==> src/rtl/t01_move_scheduler.sv <==
`default_nettype none
// +----------------------------------------------------------------------------+
// | Module   : t01_move_scheduler                                              |
// | Brief    : Merges button, auto-repeat, soft-drop and gravity requests into |
// |            one valid/ready command stream for the Tetris game FSM.         |
// | Revision : 1.0 - initial release                                           |
// +----------------------------------------------------------------------------+
module t01_move_scheduler #(
  parameter int DAS_DELAY        = 6250000,
  parameter int ARR_PERIOD       = 2500000,
  parameter int SOFT_DROP_PERIOD = 1250000,
  parameter int STARVE_LIMIT     = 16,
  parameter int CMD_GAP          = 4
) (
  input  logic       clk,
  input  logic       nrst,
  input  logic       active,
  input  logic       right_i,
  input  logic       left_i,
  input  logic       rotate_r,
  input  logic       rotate_l,
  input  logic       speed_up_i,
  input  logic       gravity_i,
  input  logic       cmd_ready,
  output logic       cmd_valid,
  output logic [2:0] cmd_op,
  output logic       busy
);

  // Counter widths; a zero-valued parameter still gets a 1-bit counter.
  localparam int c_DAS_W  = (DAS_DELAY        > 0) ? $clog2(DAS_DELAY + 1)        : 1;
  localparam int c_ARR_W  = (ARR_PERIOD       > 0) ? $clog2(ARR_PERIOD + 1)       : 1;
  localparam int c_SD_W   = (SOFT_DROP_PERIOD > 0) ? $clog2(SOFT_DROP_PERIOD + 1) : 1;
  localparam int c_AGE_W  = (STARVE_LIMIT     > 0) ? $clog2(STARVE_LIMIT + 1)     : 1;
  localparam int c_GAP_W  = (CMD_GAP          > 0) ? $clog2(CMD_GAP + 1)          : 1;

  localparam logic [c_DAS_W-1:0] c_DAS_MAX  = c_DAS_W'(DAS_DELAY);
  localparam logic [c_DAS_W-1:0] c_DAS_LAST = c_DAS_W'(DAS_DELAY - 1);
  localparam logic [c_ARR_W-1:0] c_ARR_LAST = c_ARR_W'(ARR_PERIOD - 1);
  localparam logic [c_SD_W-1:0]  c_SD_LAST  = c_SD_W'(SOFT_DROP_PERIOD - 1);
  localparam logic [c_AGE_W-1:0] c_STARVE   = c_AGE_W'(STARVE_LIMIT);
  localparam logic [c_GAP_W-1:0] c_GAP_LOAD = c_GAP_W'(CMD_GAP);
  localparam logic [c_GAP_W-1:0] c_GAP_ONE  = c_GAP_W'(1);

  localparam logic [2:0] c_OP_NONE  = 3'd0;
  localparam logic [2:0] c_OP_RIGHT = 3'd1;
  localparam logic [2:0] c_OP_LEFT  = 3'd2;
  localparam logic [2:0] c_OP_ROT_R = 3'd3;
  localparam logic [2:0] c_OP_ROT_L = 3'd4;
  localparam logic [2:0] c_OP_DROP  = 3'd5;

  typedef enum logic [1:0] {
    S_IDLE  = 2'd0,
    S_OFFER = 2'd1,
    S_GAP   = 2'd2
  } state_t;

  // Request vector bit order: 0 RIGHT, 1 LEFT, 2 ROT_R, 3 ROT_L, 4 DROP.
  logic [4:0]         r_hist;
  logic [4:0]         r_pend;
  logic [c_AGE_W-1:0] r_age;
  logic [c_SD_W-1:0]  r_sd;
  logic [c_GAP_W-1:0] r_gap;
  state_t             r_state;

  logic [4:0] w_in;
  logic [4:0] w_rise;
  logic [4:0] w_set;
  logic [4:0] w_grant;
  logic [2:0] w_grant_op;
  logic [1:0] w_lvl;
  logic [1:0] w_opp;
  logic [1:0] w_rep;
  logic       w_sd_fire;

  assign w_in   = {gravity_i, rotate_l, rotate_r, left_i, right_i};
  assign w_rise = w_in & ~r_hist;
  assign w_lvl  = {left_i, right_i};
  assign w_opp  = {right_i, left_i};

  // Opposing same-cycle edges cancel each other; repeats and drop ticks add in.
  assign w_set[0] = (w_rise[0] & ~w_rise[1]) | w_rep[0];
  assign w_set[1] = (w_rise[1] & ~w_rise[0]) | w_rep[1];
  assign w_set[2] =  w_rise[2] & ~w_rise[3];
  assign w_set[3] =  w_rise[3] & ~w_rise[2];
  assign w_set[4] =  w_rise[4] | w_sd_fire;

  // Edge history keeps sampling even while inactive so held buttons never re-fire.
  always_ff @(posedge clk or negedge nrst) begin
    if (!nrst) r_hist <= '0;
    else       r_hist <= w_in;
  end

  // Per-direction hold timer: DAS_DELAY to the first repeat, then every ARR_PERIOD.
  for (genvar gi = 0; gi < 2; gi++) begin : g_repeat
    logic               w_hold;
    logic [c_DAS_W-1:0] r_das;
    logic [c_ARR_W-1:0] r_arr;

    assign w_hold    = active & w_lvl[gi] & ~w_opp[gi];
    assign w_rep[gi] = w_hold & ((r_das == c_DAS_LAST) |
                                 ((r_das == c_DAS_MAX) & (r_arr == c_ARR_LAST)));

    // Hold counter saturates at the DAS point, then the repeat counter wraps.
    always_ff @(posedge clk or negedge nrst) begin
      if (!nrst) begin
        r_das <= '0;
        r_arr <= '0;
      end else if (!w_hold) begin
        r_das <= '0;
        r_arr <= '0;
      end else if (r_das != c_DAS_MAX) begin
        r_das <= r_das + 1'b1;
      end else if (r_arr == c_ARR_LAST) begin
        r_arr <= '0;
      end else begin
        r_arr <= r_arr + 1'b1;
      end
    end
  end

  assign w_sd_fire = active & speed_up_i & (r_sd == c_SD_LAST);

  // Soft-drop tick counter, wraps after each fire and restarts on release.
  always_ff @(posedge clk or negedge nrst) begin
    if (!nrst)                       r_sd <= '0;
    else if (!active || !speed_up_i) r_sd <= '0;
    else if (r_sd == c_SD_LAST)      r_sd <= '0;
    else                             r_sd <= r_sd + 1'b1;
  end

  // Fixed-priority arbiter with a starved DROP jumping the queue; IDLE only.
  always_comb begin
    w_grant    = '0;
    w_grant_op = c_OP_NONE;
    if (active && (r_state == S_IDLE)) begin
      if (r_pend[4] && (r_age == c_STARVE)) begin
        w_grant[4] = 1'b1;
        w_grant_op = c_OP_DROP;
      end else if (r_pend[2]) begin
        w_grant[2] = 1'b1;
        w_grant_op = c_OP_ROT_R;
      end else if (r_pend[3]) begin
        w_grant[3] = 1'b1;
        w_grant_op = c_OP_ROT_L;
      end else if (r_pend[0]) begin
        w_grant[0] = 1'b1;
        w_grant_op = c_OP_RIGHT;
      end else if (r_pend[1]) begin
        w_grant[1] = 1'b1;
        w_grant_op = c_OP_LEFT;
      end else if (r_pend[4]) begin
        w_grant[4] = 1'b1;
        w_grant_op = c_OP_DROP;
      end
    end
  end

  // Pending bits coalesce; a grant clears its bit unless a new request lands the same cycle.
  always_ff @(posedge clk or negedge nrst) begin
    if (!nrst)        r_pend <= '0;
    else if (!active) r_pend <= '0;
    else              r_pend <= (r_pend & ~w_grant) | w_set;
  end

  // DROP wait age; the fixed post-command gap is not counted as waiting.
  always_ff @(posedge clk or negedge nrst) begin
    if (!nrst)                r_age <= '0;
    else if (!active)         r_age <= '0;
    else if (w_grant[4])      r_age <= '0;
    else if (r_pend[4] && (r_state != S_GAP) && (r_age != c_STARVE))
                              r_age <= r_age + 1'b1;
  end

  // Command handshake FSM with registered outputs.
  always_ff @(posedge clk or negedge nrst) begin
    if (!nrst) begin
      r_state   <= S_IDLE;
      r_gap     <= '0;
      cmd_valid <= 1'b0;
      cmd_op    <= c_OP_NONE;
      busy      <= 1'b0;
    end else if (!active) begin
      r_state   <= S_IDLE;
      r_gap     <= '0;
      cmd_valid <= 1'b0;
      cmd_op    <= c_OP_NONE;
      busy      <= 1'b0;
    end else begin
      case (r_state)
        S_IDLE: begin
          if (w_grant != '0) begin
            r_state   <= S_OFFER;
            cmd_valid <= 1'b1;
            cmd_op    <= w_grant_op;
            busy      <= 1'b1;
          end
        end
        S_OFFER: begin
          if (cmd_ready) begin
            cmd_valid <= 1'b0;
            cmd_op    <= c_OP_NONE;
            if (CMD_GAP == 0) begin
              r_state <= S_IDLE;
              busy    <= 1'b0;
            end else begin
              r_state <= S_GAP;
              r_gap   <= c_GAP_LOAD;
            end
          end
        end
        S_GAP: begin
          if (r_gap <= c_GAP_ONE) begin
            r_state <= S_IDLE;
            r_gap   <= '0;
            busy    <= 1'b0;
          end else begin
            r_gap   <= r_gap - 1'b1;
          end
        end
        default: begin
          r_state   <= S_IDLE;
          r_gap     <= '0;
          cmd_valid <= 1'b0;
          cmd_op    <= c_OP_NONE;
          busy      <= 1'b0;
        end
      endcase
    end
  end

endmodule
`default_nettype wire

==> config.mk <==
export PLATFORM = sky130hd
export DESIGN_NAME = t01_move_scheduler
export DESIGN_NICKNAME = d
export VERILOG_FILES = /design/src/rtl/t01_move_scheduler.sv
export SDC_FILE = /design/constraint.sdc
export NUM_CORES = 1
export LEC_CHECK = 0
export BUFFER_PORTS_ARGS = -buffer_cell sky130_fd_sc_hd__buf_2
export CAP_MARGIN = 20
export CORE_MARGIN = 2
export CORE_UTILIZATION = 61
export DETAILED_ROUTE_END_ITERATION = 16
export GPL_TIMING_DRIVEN = 0
export HOLD_SLACK_MARGIN = 0.03
export PLACE_DENSITY = 0.82
export SETUP_SLACK_MARGIN = 0.15
export SLEW_MARGIN = 30
export SYNTH_ARGS = -nofsm -noshare
export SYNTH_HDL_FRONTEND = slang
export SYNTH_SLANG_ARGS = --single-unit
==> constraint.sdc <==
create_clock -name clk -period 3.6 [get_ports clk]
set_input_delay 1.08 -clock clk [delete_from_list [all_inputs] [get_ports clk]]
set_output_delay 1.08 -clock clk [all_outputs]
set_load 0.1 [all_outputs]
==> reports/results.ini <==
[status]
status=complete, no violations

[synth]
syn_nets=831
synthDominantCellAreaShare_pct=46.4
syn_area_mm2=0.00734
synth-edff-count=0
syn_area_per_cell_um2=9.11
synth_common_cells=dfrtp_1, nor2_1, nand2_1, nand3_1, a21oi_1
yosysTopAreaCell=dfrtp_1
synthArstFlopShare_pct=100
ys_ff_latch=136
yosysMostFrequentCell=dfrtp_1
synth_ff_type=dfrtp_1
yosysSeqAreaShare_pct=46.4
netlist_instances=806
synth.area.top_cells=dfrtp_1, nor2_1, nand2_1, nand3_1, xnor2_1
synth_warnings=0
synth.distinct_cells=61

[worst_setup_path]
cp_num_buf_inv=1
critPathMaxStageDelay_ns=0.49
crit_type=input pin to register
cp_top_family=simple AND/OR/NAND/NOR gates
cpMaxStageDelayCell=or3_1
worst_ep_required_time_ns=3.92
startpoint_type=input pin
endpoint_kind=register
cp_data_arrival_time_ns=2.96
path_cells=clkbuf_1, nand3b_1, nor2_1, o2111ai_1, or3_1, o211ai_1
crit_fanout=10

[pwr]
p_leak_nw=3.29
pwr-share-comb_pct=12.6
swShare_pct=27.1
power_density_mw_per_mm2=452
ir_worst_vdd_mv=0.290
finalPower_mw=3.71
p_int_mw=2.70
switchingPower_mw=1.01
p_seq_share_pct=43.6
p_clk_share_pct=43.8

[cells_and_area]
syn2layout_area_growth_pct=11.7
instances_no_fill=999
design_area_mm2=0.00820
final_nets=864
layout.area.seq_mm2=0.00340
multi_input_area_mm2=0.00372
nFillCells=921
drive_gt1_share_pct=7.63
diodes=0

[sta]
min_period_over_period_pct=73.2
fin_crit_ns=2.63
drv_slew=0
clock.fmax_mhz=380
tightest_slew_ns=0.960
hold_viol=0
fin_skew_ns=0.00770
rsz0062_at_grt=false
max-slew-margin-rel_pct=35.7
setup_ws_ns=0.965
setup_viol_count_final=0

[cts]
clk_path_buf_depth=2
clkTransAtPathRegs_ns=0.06
clockRootBuffer=clkbuf_16
cts_resized=0
insertion_delay_ns=0.42
cts_buffers=17
hold_buffers=0
postCtsSetupBuffers=0
cts_tree=done
clock-sinks=136
htree_levels=4

[grt]
met1_usage_pct=34.4
grt_pass1_wl_um=28100
grt_pass1_vias=6141
grt_usage_pct=26.9
grt_util_met2_pct=44.5
use_met3_pct=6.91
antenna_found_initial=0
grt_overflow=0
grt_max_degree=84
top_usage_layer=met2

[detailed_routing]
finalWirelength_um=16400
via_per_inst=6.31
num_vias=6306
routedWlPerCell_um=16.5
drc=0
final_antenna_net_count=0
firstDrtPassIters=5
drt-initial-drc-count=743

[placement]
placement.cell_area_mm2=0.00763
place_congestion=0.864
port_buffers=13
hpwlAfterDp_um=10800
dp.cells=967
dpl_worst_slack_ns=0.493

[floorplan]
die_x_um=114
core_mm2=0.0119
design.die.area_mm2=0.0129
initial_core_util_pct=61.9
num_rows=40
die_h_um=114
pin_count=15

[min_path]
hold_path_class=register to register

[job]
max-cap-violations=0

## per-layer routing
| metal | vias up | routed length, um | share of wire (%) |
|---|---|---|---|
| met3 | 36 | 834 | 5.1 |
| met5 | - | 0 | 0 |
| met4 | 0 | 327 | 2.0 |
| met2 | 211 | 8250 | 50 |
| met1 | 3086 | 7030 | 43 |
| li1 | 2973 | - | - |
## power by group through the flow
| stage | sequential [mW] | combinational (mW) | clock (mW) |
|---|---|---|---|
| final | 1.62 | 0.466 | 1.63 |
| after global routing | 1.62 | 0.511 | 1.71 |
| after global placement | 1.64 | 0.437 | 0 |
| after CTS | 1.62 | 0.463 | 1.65 |
| after detailed placement | 1.64 | 0.460 | 0 |
| after floorplan | 1.75 | 0.218 | 0 |
## worst min-delay path: cells and delay by family, from the launching register on
family | cells | cell delay, ns
DFF | 1 | 0.33
and+or+nand+nor | 1 | 0.05
AOI/OAI and AO/OA | 1 | 0.05
## worst paths after layout
check / from / endpoint / slack, ns / cells after the start
min reg2reg: cmd_op[0] / cmd_op[0] / 0.47 / 2
max: active / g_repeat[1].r_arr[21] / 0.97 / 6
min in group asynchronous: nrst / g_repeat[0].r_arr[16] / 0.57 / 1
max in group asynchronous: nrst / g_repeat[1].r_arr[16] / 2.30 / 2
min: cmd_op[0] / cmd_op[0] / 0.47 / 2
max reg2reg: g_repeat[0].r_arr[1] / g_repeat[0].r_arr[20] / 1.09 / 8
## cells by family after synthesis
logic type,share of synthesized area [%]
and+or+nand+nor,27.8
buffers and inverters,3.27
AOI/OAI and AO/OA,12.8
DFF,46.4
xor gates and xnor gates,6.44
muxes,0.716
adders and majority gates,2.56
## cell type report
| class | count | area share [%] |
|---|---|---|
| inverters | 28 | 1.28 |
| well taps | 147 | 2.24 |
| repair buffers | 14 | 1.25 |
| plain buffers | 26 | 1.65 |
| multi-input cells | 616 | 45.3 |
| flip-flops and latches | 136 | 41.5 |
| clock buffers | 24 | 5.87 |
| clock inverters | 8 | 0.870 |
## per-stage QoR
step           utilization [%]  hold slack [ns]  setup TNS (ns)
2_1_floorplan                -            0.450               0
3_3_place_gp              64.0            0.469          -41.63
3_5_place_dp              64.3            0.465               0
4_1_cts                   69.0            0.482               0
5_1_grt                   69.1            0.489               0
6_report                  69.1            0.473               0
## layout by cell type, fill, tap and decap left out, types with 8 or more instances in the layout
| cell | n |
|---|---|
| dfrtp_1 | 136 |
| nor2_1 | 99 |
| nand2_1 | 83 |
| nand3_1 | 48 |
| a21oi_1 | 40 |
| o21ai_0 | 32 |
| a31oi_1 | 30 |
| inv_1 | 28 |
| nand4_1 | 28 |
| xor2_1 | 27 |
| xnor2_1 | 27 |
| clkbuf_1 | 22 |
| or3_1 | 21 |
| nor3_1 | 18 |
| clkbuf_16 | 17 |
| buf_2 | 15 |
| ha_1 | 15 |
| nor4_1 | 14 |
| nand2b_1 | 11 |
| and3_1 | 10 |
| nand3b_1 | 8 |
## registers in the layout, summed over array words and instances, names as in the netlist
name / count
r_pend: 5
r_gap: 3
r_sd: 21
cmd_valid: 1
g_repeat.r_das: 46
g_repeat.r_arr: 44
busy: 1
r_age: 5
cmd_op: 3
r_hist: 5
r_state: 2
Note: power is estimated with default switching activity, not from simulation.
